`src/rtl/issue_scheduler.sv`:
```
// issue_scheduler: picks at most one ready reservation-station channel per cycle,
// grants it issue to its functional unit, tracks the in-flight op by ROB tag and
// announces its completion to the CDB arbiter. The single CDB writeback slot is
// reserved at issue time, so two ops never complete in the same cycle.
//
// Ports
//   clk           clock
//   reset         synchronous, active-low reset
//   instr_ready   per-channel ready op
//   rob_tag_in    per-channel ROB tag, channel 0 in the LSBs
//   issue_grant   one-hot or zero combinational grant
//   fu_busy       channel cannot accept a new op
//   done_valid    one-cycle completion strobe
//   done_tag      ROB tag of the completing op
//   done_ch       channel of the completing op
//   inflight_cnt  number of valid slots
//   flush         mispredict recovery, present only with ISSUE_FLUSH_EN defined
//
// Build option: define ISSUE_FLUSH_EN to add the flush port.
//
// Timing: an op granted in cycle G occupies its slot in cycles G+1..G+LAT and
// completes (done_valid high) in cycle G+LAT+1, the cycle its fu_busy drops.

`ifndef ROB_TAG_LEN
`define ROB_TAG_LEN 6
`endif

module issue_scheduler #(
  parameter int unsigned         NUM_CH     = 4,
  parameter int unsigned         TAG_W      = `ROB_TAG_LEN,
  parameter logic [NUM_CH*4-1:0] LAT        = 16'h8411,
  parameter int unsigned         PIPE_DEPTH = 8
) (
  input  logic                                clk,
  input  logic                                reset,
  input  logic [NUM_CH-1:0]                   instr_ready,
  input  logic [NUM_CH*TAG_W-1:0]             rob_tag_in,
`ifdef ISSUE_FLUSH_EN
  input  logic                                flush,
`endif
  output logic [NUM_CH-1:0]                   issue_grant,
  output logic [NUM_CH-1:0]                   fu_busy,
  output logic                                done_valid,
  output logic [TAG_W-1:0]                    done_tag,
  output logic [$clog2(NUM_CH)-1:0]           done_ch,
  output logic [$clog2(NUM_CH+PIPE_DEPTH):0]  inflight_cnt
);

  localparam int unsigned CH_W      = $clog2(NUM_CH);
  localparam int unsigned CNT_W     = $clog2(NUM_CH + PIPE_DEPTH) + 1;
  localparam int unsigned LAST      = NUM_CH - 1;
  localparam int unsigned PIPE_BASE = NUM_CH - 1;
  localparam int unsigned NUM_SLOTS = NUM_CH - 1 + PIPE_DEPTH;

  // Elaboration-time parameter checks
  if (NUM_CH < 2) begin : g_num_ch_err
    $error("issue_scheduler: NUM_CH must be at least 2");
  end
  for (genvar g = 0; g < NUM_CH; g++) begin : g_lat_chk
    if (LAT[g*4 +: 4] == 4'd0) begin : g_err
      $error("issue_scheduler: LAT of channel %0d is zero", g);
    end
  end
  if (PIPE_DEPTH < int'(LAT[LAST*4 +: 4])) begin : g_depth_err
    $error("issue_scheduler: PIPE_DEPTH smaller than pipelined channel latency");
  end

  function automatic logic [3:0] lat_of(input int unsigned ch);
    return LAT[ch*4 +: 4];
  endfunction

  // Slots 0..NUM_CH-2 belong to the non-pipelined channels; the rest form the pipe.
  logic             slot_valid_q [NUM_SLOTS];
  logic             slot_valid_d [NUM_SLOTS];
  logic [TAG_W-1:0] slot_tag_q   [NUM_SLOTS];
  logic [TAG_W-1:0] slot_tag_d   [NUM_SLOTS];
  logic [CH_W-1:0]  slot_ch_q    [NUM_SLOTS];
  logic [CH_W-1:0]  slot_ch_d    [NUM_SLOTS];
  logic [3:0]       slot_cnt_q   [NUM_SLOTS];
  logic [3:0]       slot_cnt_d   [NUM_SLOTS];

  logic             done_valid_q, done_valid_d;
  logic [TAG_W-1:0] done_tag_q, done_tag_d;
  logic [CH_W-1:0]  done_ch_q, done_ch_d;

  logic             flush_act;
  logic             pipe_any_free;
  int unsigned      pipe_free_idx;
  logic             grant_any;
  int unsigned      grant_ch;

`ifdef ISSUE_FLUSH_EN
  assign flush_act = flush;
`else
  assign flush_act = 1'b0;
`endif

  // Lowest-index free pipe slot
  always_comb begin
    pipe_any_free = 1'b0;
    pipe_free_idx = 0;
    for (int unsigned s = 0; s < PIPE_DEPTH; s++) begin
      if (!slot_valid_q[PIPE_BASE+s] && !pipe_any_free) begin
        pipe_any_free = 1'b1;
        pipe_free_idx = s;
      end
    end
  end

  // Fixed-priority grant. The collision check compares against the count each slot
  // will hold after this edge (cnt-1), which is what the new op's LAT competes with.
  always_comb begin
    logic ch_free;
    logic collide;
    issue_grant = '0;
    grant_any   = 1'b0;
    grant_ch    = 0;
    for (int unsigned i = 0; i < NUM_CH; i++) begin
      ch_free = (i < LAST) ? !slot_valid_q[i] : pipe_any_free;
      collide = 1'b0;
      for (int unsigned s = 0; s < NUM_SLOTS; s++) begin
        if (slot_valid_q[s] && ({1'b0, slot_cnt_q[s]} == ({1'b0, lat_of(i)} + 5'd1))) begin
          collide = 1'b1;
        end
      end
      if (reset && !flush_act && instr_ready[i] && ch_free && !collide && !grant_any) begin
        issue_grant[i] = 1'b1;
        grant_any      = 1'b1;
        grant_ch       = i;
      end
    end
  end

  // Slot countdown, completion and fill
  always_comb begin
    int unsigned fill_idx;
    done_valid_d = 1'b0;
    done_tag_d   = done_tag_q;
    done_ch_d    = done_ch_q;
    fill_idx     = 0;
    for (int unsigned s = 0; s < NUM_SLOTS; s++) begin
      slot_valid_d[s] = slot_valid_q[s];
      slot_tag_d[s]   = slot_tag_q[s];
      slot_ch_d[s]    = slot_ch_q[s];
      slot_cnt_d[s]   = slot_cnt_q[s];
      if (slot_valid_q[s]) begin
        if (slot_cnt_q[s] == 4'd1) begin
          slot_valid_d[s] = 1'b0;
          done_valid_d    = 1'b1;
          done_tag_d      = slot_tag_q[s];
          done_ch_d       = slot_ch_q[s];
        end else begin
          slot_cnt_d[s] = slot_cnt_q[s] - 4'd1;
        end
      end
    end
    if (grant_any) begin
      fill_idx               = (grant_ch < LAST) ? grant_ch : PIPE_BASE + pipe_free_idx;
      slot_valid_d[fill_idx] = 1'b1;
      slot_tag_d[fill_idx]   = rob_tag_in[grant_ch*TAG_W +: TAG_W];
      slot_ch_d[fill_idx]    = CH_W'(grant_ch);
      slot_cnt_d[fill_idx]   = lat_of(grant_ch);
    end
    // Flush beats a completion due at the same edge
    if (flush_act) begin
      done_valid_d = 1'b0;
      for (int unsigned s = 0; s < NUM_SLOTS; s++) begin
        slot_valid_d[s] = 1'b0;
      end
    end
  end

  always_ff @(posedge clk) begin
    if (!reset) begin
      for (int unsigned s = 0; s < NUM_SLOTS; s++) begin
        slot_valid_q[s] <= 1'b0;
        slot_tag_q[s]   <= '0;
        slot_ch_q[s]    <= '0;
        slot_cnt_q[s]   <= '0;
      end
      done_valid_q <= 1'b0;
      done_tag_q   <= '0;
      done_ch_q    <= '0;
    end else begin
      for (int unsigned s = 0; s < NUM_SLOTS; s++) begin
        slot_valid_q[s] <= slot_valid_d[s];
        slot_tag_q[s]   <= slot_tag_d[s];
        slot_ch_q[s]    <= slot_ch_d[s];
        slot_cnt_q[s]   <= slot_cnt_d[s];
      end
      done_valid_q <= done_valid_d;
      done_tag_q   <= done_tag_d;
      done_ch_q    <= done_ch_d;
    end
  end

  always_comb begin
    fu_busy      = '0;
    inflight_cnt = '0;
    for (int unsigned i = 0; i < LAST; i++) begin
      fu_busy[i] = slot_valid_q[i];
    end
    fu_busy[LAST] = !pipe_any_free;
    for (int unsigned s = 0; s < NUM_SLOTS; s++) begin
      inflight_cnt = inflight_cnt + CNT_W'(slot_valid_q[s]);
    end
  end

  assign done_valid = done_valid_q;
  assign done_tag   = done_tag_q;
  assign done_ch    = done_ch_q;

endmodule
```
`config.mk`:
```
export PLATFORM = sky130hd
export DESIGN_NAME = issue_scheduler
export DESIGN_NICKNAME = d
export VERILOG_FILES = /design/src/rtl/issue_scheduler.sv
export SDC_FILE = /design/constraint.sdc
export NUM_CORES = 1
export LEC_CHECK = 0
export ABC_CLOCK_PERIOD_IN_PS = 11600
export CORE_MARGIN = 4
export CORE_UTILIZATION = 30
export CTS_BUF_LIST = sky130_fd_sc_hd__clkbuf_4 sky130_fd_sc_hd__clkbuf_8 sky130_fd_sc_hd__clkbuf_16
export DETAILED_ROUTE_END_ITERATION = 6
export SETUP_SLACK_MARGIN = 0.3
export SYNTH_ARGS = -nofsm -noshare
export SYNTH_HDL_FRONTEND = slang
export SYNTH_SLANG_ARGS = --single-unit
```
`constraint.sdc`:
```
create_clock -name clk -period 11.6 [get_ports clk]
set_input_delay 2.32 -clock clk [delete_from_list [all_inputs] [get_ports clk]]
set_output_delay 2.32 -clock clk [all_outputs]
set_load 0.05 [all_outputs]
```
==> results of run 1 <==
==> logic make-up (layout without fill, tap and decap cells) <==
group | after synthesis | count (layout) | share of synthesized area (%)
muxes | 25 | 25 | 3.07
xor gates and xnor gates | 25 | 25 | 2.52
other | 1 | 1 | 0.0432
adders and majority gates | 46 | 46 | 7.23
and+or+nand+nor | 390 | 390 | 23.7
buffers and inverters | 128 | 141 | 6.05
DFF | 152 | 152 | 35.0
AOI/OAI and AO/OA | 321 | 321 | 22.3
==> placed cells by master, fill, tap and decap left out, types with 5 or more instances in the layout <==
| master | netlist | routed |
|---|---|---|
| o22ai_1 | 7 | 7 |
| xor2_1 | 8 | 8 |
| nor3_1 | 20 | 19 |
| clkbuf_16 | 0 | 17 |
| buf_4 | 5 | 11 |
| nand3_1 | 71 | 71 |
| nand2b_1 | 6 | 6 |
| nand4b_1 | 23 | 23 |
| nor4bb_1 | 11 | 9 |
| a211oi_1 | 33 | 33 |
| a31oi_1 | 8 | 8 |
| and3_1 | 15 | 15 |
| ha_1 | 39 | 39 |
| inv_6 | 0 | 6 |
| o21ai_0 | 96 | 96 |
| nor4_1 | 9 | 9 |
| or4_1 | 8 | 8 |
| a2111oi_0 | 10 | 10 |
| inv_1 | 42 | 42 |
| mux2i_1 | 21 | 21 |
| or3_1 | 7 | 7 |
| dfxtp_1 | 152 | 152 |
| clkdlybuf4s50_1 | 0 | 49 |
| xnor2_1 | 17 | 17 |
| nand3b_1 | 6 | 6 |
| nor2_1 | 79 | 79 |
| o21ai_1 | 16 | 16 |
| a21oi_1 | 108 | 108 |
| or2_2 | 5 | 5 |
| nand4_1 | 10 | 10 |
| fa_1 | 7 | 7 |
| nand2_1 | 101 | 101 |
==> worst max-delay path, cell delays in order <==
cell	delay (ns)
buf_2	0.54
buf_4	0.61
nand2_1	0.08
nand4b_1	0.28
nor4_4	0.52
nand3_4	0.24
inv_2	0.29
clkdlybuf4s50_1	0.86
==> state kept, by name, indices dropped and copies added, names as in the netlist <==
name          count
slot_cnt_q       44
slot_ch_q        22
done_tag          6
done_valid        1
done_ch           2
slot_tag_q       66
slot_valid_q     11
==> per-layer routing <==
| metal | part of all wire (%) | up-vias | routed length (um) |
|---|---|---|---|
| li1 | - | 3942 | - |
| met1 | 46 | 3914 | 12700 |
| met2 | 45 | 269 | 12300 |
| met3 | 6.9 | 43 | 1900 |
| met4 | 1.8 | 0 | 489 |
| met5 | 0 | - | 0 |
==> area by class of cell <==
class	count	area, um^2
Fill cell	2929	18600
Tap cell	384	480
Multi-Input combinational cell	808	5150
Sequential cell	152	3040
Clock inverter	14	174
Inverter	48	180
Timing Repair Buffer	61	578
Clock buffer	18	439
==> power groups by stage <==
stage / logic (mW) / clock network, mW / registers, mW
after floorplan: 0.170 / 0 / 0.577
after global placement: 0.246 / 0 / 0.580
after detailed placement: 0.247 / 0 / 0.580
after CTS: 0.249 / 0.590 / 0.568
after global routing: 0.273 / 0.616 / 0.572
final: 0.250 / 0.587 / 0.569
==> worst paths after layout <==
check / from / endpoint / slack [ns]
hold / removal: slot_ch_q[4][1]$_SDFFE_PN0P_ / slot_ch_q[4][1]$_SDFFE_PN0P_ / 0.46
hold reg to reg: slot_ch_q[4][1]$_SDFFE_PN0P_ / slot_ch_q[4][1]$_SDFFE_PN0P_ / 0.46
setup reg to reg: slot_valid_q[6]$_DFF_P_ / slot_tag_q[10][2]$_SDFFE_PN0P_ / 5.73
setup / recovery: reset / issue_grant[3] / 3.51
==> stage by stage <==
step                      cell area [um^2]  util, %  instances  setup slack (ns)
after floorplan                       8680        -       1088              5.57
after global placement                9430     32.9       1453              3.59
after detailed placement              9430     32.9       1453              3.47
after CTS                            10000     35.1       1485              3.49
after global routing                 10000     35.1       1485              3.26
final                                10000     35.1       1485              3.51
==> impl_metrics.ini, run 1 <==
[timing]
timing_worst_slew_pin_value_ns = 1.14
timing.final.hold_violations = 0
timing.final.setup_violations = 0
post_layout_minimum_cycle_time_ns = 8.09
layout_worst_path_cycle_share_pct = 69.8
slew_headroom_pct = 23.4
rsz_0062_raised_after_global_routing = no
fmax_mhz = 124
setup_tns_ns = 0
fin_hold_ws_ns = 0.457
final_slew_violations = 0
finClkSkew_ns = 0.00993

[grt]
grt_max_degree = 62
grt_antenna_before_repair = 0
grt_pass1_vias = 7543
grt_overflow = 0
grt_pass1_wl_mm = 43.2
grt_util_met2_pct = 27.3
track_usage_pct = 17.2
met1_track_demand_over_resource_in_global_routing_pct = 24.3
busiest_layer = met2
met3_track_demand_over_resource_pct = 2.95

[critical_path]
required_time_of_the_critical_path_ns = 9.28
nature_of_the_critical_path_endpoint = primary output
cp_data_arrival_time_ns = 5.77
worst-path-max-fanout = 61
r2r.worst_path.cells = 12
worstSetupPathType = in -> out
timing.critical_path.from_type = input pin

[power]
seqPwrFrac_pct = 40.4
internal_power_mw = 0.964
worst_vdd_drop_mv = 0.0919
power_leakage_nw = 3.50
pwr-share-clk_pct = 41.7
design_power_total_mw = 1.41
p_comb_share_pct = 17.8
power.switching_fraction_pct = 31.4
power.density_cell_area_nw_per_um2 = 140
switching_power_mw = 0.441

[layout]
diodes = 0
design.final.nets = 1164
area_growth_syn_to_layout_pct = 15.6
final_layout_size_suffix_gt1_share_pct = 6.90

[synth]
async_flop_share_pct = 0
synth.yosys.seq_area_share_pct = 35.0
synth_cell_type_count = 77
ys_top_cells_by_area = dfxtp_1, a21oi_1, ha_1, o21ai_0, nand2_1
postSynthNetCount = 1164
flip_flop_and_latch_count_after_synthesis = 152
syn-cell-area_um2 = 8680
post-synth-top-area-fraction_pct = 35.0
synth-warning-count = 0
synth_top_cell_by_area = dfxtp_1
synth_enable_flop_cells = 0
prevailing_post_synth_register_cell = dfxtp_1
post_synth_inst_count = 1088
yosysMostFrequentCell = dfxtp_1
syn_area_per_cell_um2 = 7.98
synth_top_cells_by_count = dfxtp_1, a21oi_1, nand2_1

[clock_network]
cts_tree = yes
ctsResizeCount = 0
cts.reportedPaths.clkPinSlew_ns = 0.07
cts_inserted_buffers = 17
ctsRootBufferMaster = clkbuf_16
post_cts_buffers = 0
h_tree_levels = 4
clock_sink_count = 152
clk_path_buf_depth = 2
cts_hold_buffers = 0
clk_latency_ns = 0.43

[worst_hold_path]
holdPathStages = 2
worst_hold_path_type = reg -> reg

[outcome]
outcome = finished clean

[die]
floorplan.rows = 62
die_x_extent_um = 178
floorplan.initialDensity_pct = 30.3
die_height_um = 178
core-area_um2 = 28600
dieArea_um2 = 31700
ios = 52

[route]
dr.pass1.iters = 6
drc = 0
total_via_count_after_detailed_routing = 8168
vias_per_cell = 5.50
detail-route-antenna-nets = 0
dr.first_iter.drc_count = 862
wl_per_cell_um = 18.5
routed_wirelength_mm = 27.4

[placement]
placement.io_buffers = 50
post-dp-hpwl_mm = 19.8
final_weighted_congestion_in_routability_driven_placement = 0.888

[flow_run]
timing.max_cap.violations = 0
(Power assumes the default switching activity.)
==> inputs of run 2 (changes only) <==
--- a/config.mk
+++ b/config.mk
@@ -5,7 +5,7 @@
 export SDC_FILE = /design/constraint.sdc
 export NUM_CORES = 1
 export LEC_CHECK = 0
-export ABC_CLOCK_PERIOD_IN_PS = 11600
+export ABC_CLOCK_PERIOD_IN_PS = 7600
 export CORE_MARGIN = 4
 export CORE_UTILIZATION = 30
 export CTS_BUF_LIST = sky130_fd_sc_hd__clkbuf_4 sky130_fd_sc_hd__clkbuf_8 sky130_fd_sc_hd__clkbuf_16
==> constraint.sdc (replaced) <==
create_clock -name clk -period 7.6 [get_ports clk]
set_input_delay 1.52 -clock clk [delete_from_list [all_inputs] [get_ports clk]]
set_output_delay 1.52 -clock clk [all_outputs]
set_load 0.05 [all_outputs]
==> run 2 against run 1 <==
Non-clock buffer count increased by 2. Clock skew increased by 0.0023 ns. Worst setup slack got worse by 2.0 ns. Critical path depth rose by 1. Design area about the same. Cell count increased by 0.13%. Largest power group is now registers.
==> impl_metrics.ini, run 2 (same netlist as run 1, synthesis figures left out) <==
[outcome]
outcome = finished clean

[critical_path]
timing.critical_path.from_type = flip-flop
worst_r2r_endpoint = slot_cnt_q[4][0]$_SDFF_PN0_
worstSetupPathType = reg -> out
nature_of_the_critical_path_endpoint = primary output
startpoint = slot_valid_q[3]$_DFF_P_
worst_reg2reg_setup_slack_ns = 2.52
worst-path-max-fanout = 14
r2r.worst_path.cells = 13
cp_data_arrival_time_ns = 4.55
required_time_of_the_critical_path_ns = 6.08
startpoint_of_the_most_critical_register_to_register_path = slot_valid_q[6]$_DFF_P_

[grt]
grt_pass1_vias = 7701
grt_overflow = 0
grt_pass1_wl_mm = 43.0
track_usage_pct = 17.1
grt_antenna_before_repair = 1
grt_max_degree = 52

[layout]
leading_cell_types_in_the_layout_fill_and_taps_excluded = dfxtp_1, a21oi_1, nand2_1
fillers = 2906
area_growth_syn_to_layout_pct = 15.5
layout.cells.most_common = dfxtp_1
diodes = 0
area_of_combinational_cells_with_multiple_inputs_um2 = 5150
design.final.nets = 1166
final_layout_size_suffix_gt1_share_pct = 7.07
ff_latch_area_um2 = 3040
largest_register = slot_tag_q
layout_top_registers = slot_tag_q x66, slot_cnt_q x44, slot_ch_q x22
largest_register_ffs = 66
finish.utilization_pct = 35.1

[timing]
timing.final.hold_violations = 0
post_layout_minimum_cycle_time_ns = 6.07
fmax_mhz = 165
timing_worst_slew_pin_value_ns = 1.03
setup_tns_ns = 0
slew_headroom_pct = 30.5
rsz_0062_raised_after_global_routing = no
layout_worst_path_cycle_share_pct = 79.9
finClkSkew_ns = 0.0123
timing.final.setup_violations = 0
final_slew_violations = 0

[route]
dr.first_iter.drc_count = 783
total_via_count_after_detailed_routing = 8115
route.layer.met1.wl_mm = 12.1
met3RoutedLength_mm = 2.10
routed.top_layer = met4
vias_per_cell = 5.46
wl_per_cell_um = 18.2
wl_met2_mm = 12.3
detail-route-antenna-nets = 0
routed_wirelength_mm = 27.1
drc = 0
dr.pass1.iters = 5

[power]
power_leakage_nw = 3.49
design_power_total_mw = 2.12
power.density_cell_area_nw_per_um2 = 211
worst_vdd_drop_mv = 0.165

[placement]
post-dp-hpwl_mm = 19.5
placement.io_buffers = 50
final_weighted_congestion_in_routability_driven_placement = 0.908

[clock_network]
cts_tree = yes
cts.reportedPaths.clkPinSlew_ns = 0.07
ctsRootBufferMaster = clkbuf_16
clk_path_buf_depth = 2
h_tree_levels = 4
post_cts_buffers = 0
clock_sink_count = 152
cts_inserted_buffers = 17
cts_hold_buffers = 0
ctsResizeCount = 0
clk_latency_ns = 0.43

[worst_hold_path]
worst_hold_path_type = reg -> reg
timing.hold.worst_endpoint = slot_ch_q[8][1]$_SDFFE_PN0P_
worst_hold_startpoint = slot_ch_q[8][1]$_SDFFE_PN0P_
holdPathStages = 2

[die]
die_x_extent_um = 178
floorplan.initialDensity_pct = 30.3
ios = 52
core-area_um2 = 28600
die_height_um = 178
dieArea_um2 = 31700
floorplan.rows = 62

[flow_run]
timing.max_cap.violations = 0
[run 2: worst max-delay path, stage by stage, from the launching register on]
cell and delay (ns):
dfxtp_1 0.58, inv_1 0.19, fa_1 0.59, fa_1 0.45, fa_1 0.50, inv_1 0.05
fa_1 0.40, fa_1 0.39, xor2_1 0.16, clkdlybuf4s50_1 0.82
[run 2: through the flow]
stage | hold slack (ns) | std cells | worst slack [ns] | cell area (um^2)
after floorplan | 0.432 | 1088 | 2.37 | 8680
after global placement | 0.440 | 1455 | 1.76 | 9440
after detailed placement | 0.445 | 1455 | 1.70 | 9440
after CTS | 0.455 | 1487 | 1.53 | 10000
after global routing | 0.479 | 1487 | 1.37 | 10000
final | 0.451 | 1487 | 1.53 | 10000
[run 2: cell type report]
type                            instances  share of cell area, %
Clock inverter                         15                   1.65
Inverter                               48                   1.80
Multi-Input combinational cell        808                   51.3
Timing Repair Buffer                   63                   5.91
Sequential cell                       152                   30.3
Tap cell                              384                   4.79
Clock buffer                           17                   4.24
[run 2: worst max-delay path by stage]
stage / slack [ns] / to / cells after the start
after floorplan: 2.37 / inflight_cnt[2] / 9
after global routing: 1.37 / inflight_cnt[2] / 9
after CTS: 1.53 / inflight_cnt[2] / 9
after global placement: 1.76 / slot_cnt_q[8][0]$_SDFF_PN0_ / 15
final: 1.53 / inflight_cnt[2] / 9
after detailed placement: 1.70 / slot_cnt_q[8][0]$_SDFF_PN0_ / 15
[run 2: where the power goes]
group / total [mW] / switching (mW) / internal, mW
clock network: 0.863 / 0.372 / 0.492
registers: 0.867 / 0.0345 / 0.832
logic: 0.391 / 0.256 / 0.136
[run 2: routing by layer]
layer  track usage (%)  vias to the layer above
met4              5.77                        0
met3              3.92                       42
met2              27.0                      304
met1              23.1                     3826
li1                  -                     3943
met5                 0                        -
==> inputs of run 3 (changes only) <==
--- a/config.mk
+++ b/config.mk
@@ -5,7 +5,7 @@
 export SDC_FILE = /design/constraint.sdc
 export NUM_CORES = 1
 export LEC_CHECK = 0
-export ABC_CLOCK_PERIOD_IN_PS = 7600
+export ABC_CLOCK_PERIOD_IN_PS = 5900
 export CORE_MARGIN = 4
 export CORE_UTILIZATION = 30
 export CTS_BUF_LIST = sky130_fd_sc_hd__clkbuf_4 sky130_fd_sc_hd__clkbuf_8 sky130_fd_sc_hd__clkbuf_16
==> constraint.sdc (replaced) <==
create_clock -name clk -period 5.9 [get_ports clk]
set_input_delay 1.18 -clock clk [delete_from_list [all_inputs] [get_ports clk]]
set_output_delay 1.18 -clock clk [all_outputs]
set_load 0.05 [all_outputs]
==> run 3 against run 2 <==
Critical path depth did not move. Core utilization rose by 0.26 points. Via count rose by 0.48%. Largest power group is now the clock network.
==> impl_metrics.ini, run 3 (same netlist as run 1, synthesis figures left out) <==
[route]
total_via_count_after_detailed_routing = 8154
drc = 0
detail-route-antenna-nets = 0
routed_wirelength_mm = 27.1
dr.pass1.iters = 5
dr.first_iter.drc_count = 1064
wl_per_cell_um = 18.1
vias_per_cell = 5.46

[critical_path]
worst_path_most_repeated_cell = fa_1
cp_slowest_stage_delay_ns = 0.59
r2r.worst_path.cells = 14
cp_data_arrival_time_ns = 4.17
startpoint_of_the_most_critical_register_to_register_path = slot_valid_q[6]$_DFF_P_
worst_reg2reg_setup_slack_ns = 1.07
worstSetupPathType = reg -> out
worst_path_dominant_cell_family = adder cells
worst-path-max-fanout = 13
required_time_of_the_critical_path_ns = 4.72
nature_of_the_critical_path_endpoint = primary output
critical_path_buf_inv_count = 3
critical_path.slowest_cell = fa_1
crit_path_cell_trace = inv_1 -> fa_1 -> fa_1 -> fa_1 -> inv_1 -> fa_1 -> fa_1 -> xor2_1 -> dlygate4sd2_1
worst_r2r_endpoint = slot_tag_q[8][2]$_SDFFE_PN0P_
timing.critical_path.from_type = flip-flop

[layout]
layout.cells.most_common = dfxtp_1
diodes = 0
area_growth_syn_to_layout_pct = 16.4
largest_register_ffs = 66
final_layout_size_suffix_gt1_share_pct = 7.75
layout_top_registers = slot_tag_q x66, slot_cnt_q x44, slot_ch_q x22
largest_register = slot_tag_q
finish.utilization_pct = 35.3
design.final.nets = 1172
post_layout_nonfiller_instances = 1493
leading_cell_types_in_the_layout_fill_and_taps_excluded = dfxtp_1, a21oi_1, nand2_1

[clock_network]
post_cts_buffers = 0
ctsRootBufferMaster = clkbuf_16
h_tree_levels = 4
clk_latency_ns = 0.43
cts_tree = yes
cts_inserted_buffers = 17
clk_path_buf_depth = 2
clock_sink_count = 152
cts.reportedPaths.clkPinSlew_ns = 0.07

[grt]
grt_overflow = 0
met1_track_demand_over_resource_in_global_routing_pct = 23.9
grt_pass1_wl_mm = 42.2
grt_max_degree = 83
grt_pass1_vias = 7411
grt_util_met2_pct = 25.5
met3_track_demand_over_resource_pct = 3.62
grt_antenna_before_repair = 0
busiest_layer = met2
track_usage_pct = 16.9

[timing]
slew_headroom_pct = 22.0
timing.final.hold_violations = 0
fin_hold_ws_ns = 0.454
rsz_0062_raised_after_global_routing = no
finClkSkew_ns = 0.00862
setup_tns_ns = 0
timing_worst_slew_pin_value_ns = 1.15
final_slew_violations = 0
post_layout_minimum_cycle_time_ns = 5.35
fmax_mhz = 187
layout_worst_path_cycle_share_pct = 90.6
timing.final.setup_violations = 0

[placement]
post-dp-hpwl_mm = 19.5
dp_cells = 1461
final_weighted_congestion_in_routability_driven_placement = 0.895
placement.io_buffers = 50

[die]
dieArea_um2 = 31700
floorplan.initialDensity_pct = 30.3
core-area_um2 = 28600
die_height_um = 178
ios = 52
floorplan.rows = 62
die_x_extent_um = 178

[flow_run]
timing.max_cap.violations = 0

[power]
power_leakage_nw = 3.56
worst_vdd_drop_mv = 0.189
design_power_total_mw = 2.76
power.density_cell_area_nw_per_um2 = 273

[worst_hold_path]
worst_hold_path_type = reg -> reg
timing.hold.worst_endpoint = slot_ch_q[8][1]$_SDFFE_PN0P_
worst_hold_startpoint = slot_ch_q[8][1]$_SDFFE_PN0P_
holdPathStages = 2

[outcome]
outcome = finished clean
run 3: cell types whose count changed in the layout (fill, tap and decap cells not counted), sizes merged:
cell           before  now
clkdlybuf4s50      49   45
dlygate4sd2         0    1
dlymetal6s2s        0    1
buf                14   22
run 3: how the worst max path moves through the flow:
stage                     depth (start not counted)               startpoint  slack, ns                       endpoint
after floorplan                                   9  slot_valid_q[3]$_DFF_P_       1.01                inflight_cnt[2]
after global placement                            9  slot_valid_q[5]$_DFF_P_       0.73                inflight_cnt[2]
after detailed placement                         14                    reset       0.66  slot_tag_q[8][2]$_SDFFE_PN0P_
after CTS                                         8  slot_valid_q[5]$_DFF_P_       0.33                inflight_cnt[1]
after global routing                              9  slot_valid_q[1]$_DFF_P_       0.41                inflight_cnt[2]
final                                             9  slot_valid_q[5]$_DFF_P_       0.55                inflight_cnt[2]
run 3: where the power goes:
part | switching, mW | internal, mW | total (mW)
Clock | 0.495 | 0.642 | 1.14
Sequential | 0.0449 | 1.07 | 1.12
Combinational | 0.327 | 0.175 | 0.502
Total | 0.867 | 1.89 | 2.76
run 3: layout make-up:
cell class | instances | area [um^2]
fillers | 2956 | 18500
multi-input cells | 808 | 5150
flip-flops and latches | 152 | 3040
repair buffers | 69 | 647
well taps | 384 | 480
clock buffers | 17 | 425
clock inverters | 15 | 186
inverters | 48 | 180
run 3: layer usage:
metal / part of all wire (%) / wire length (um)
met3: 7.6 / 2060
met2: 44 / 12000
met1: 46 / 12500
met4: 2.2 / 601
met5: 0 / 0
run 3: timing repair:
action / CTS / global route
hold buffers: 0 / 0
gates resized for setup: 1 / 1
setup endpoints to repair: 1 / 1
pin swaps: 0 / 0
run 3: worst min-delay path, stage by stage, from the launching register on:
cell and delay, ns:
dfxtp_1 0.31, nand2_1 0.05, a21oi_1 0.05
run 3: metrics by stage:
stage	cell area, um^2	setup slack, ns
2_1_floorplan	8680	1.01
3_3_place_gp	9500	0.732
3_5_place_dp	9500	0.655
6_report	10100	0.554
5_1_grt	10100	0.410
4_1_cts	10100	0.333
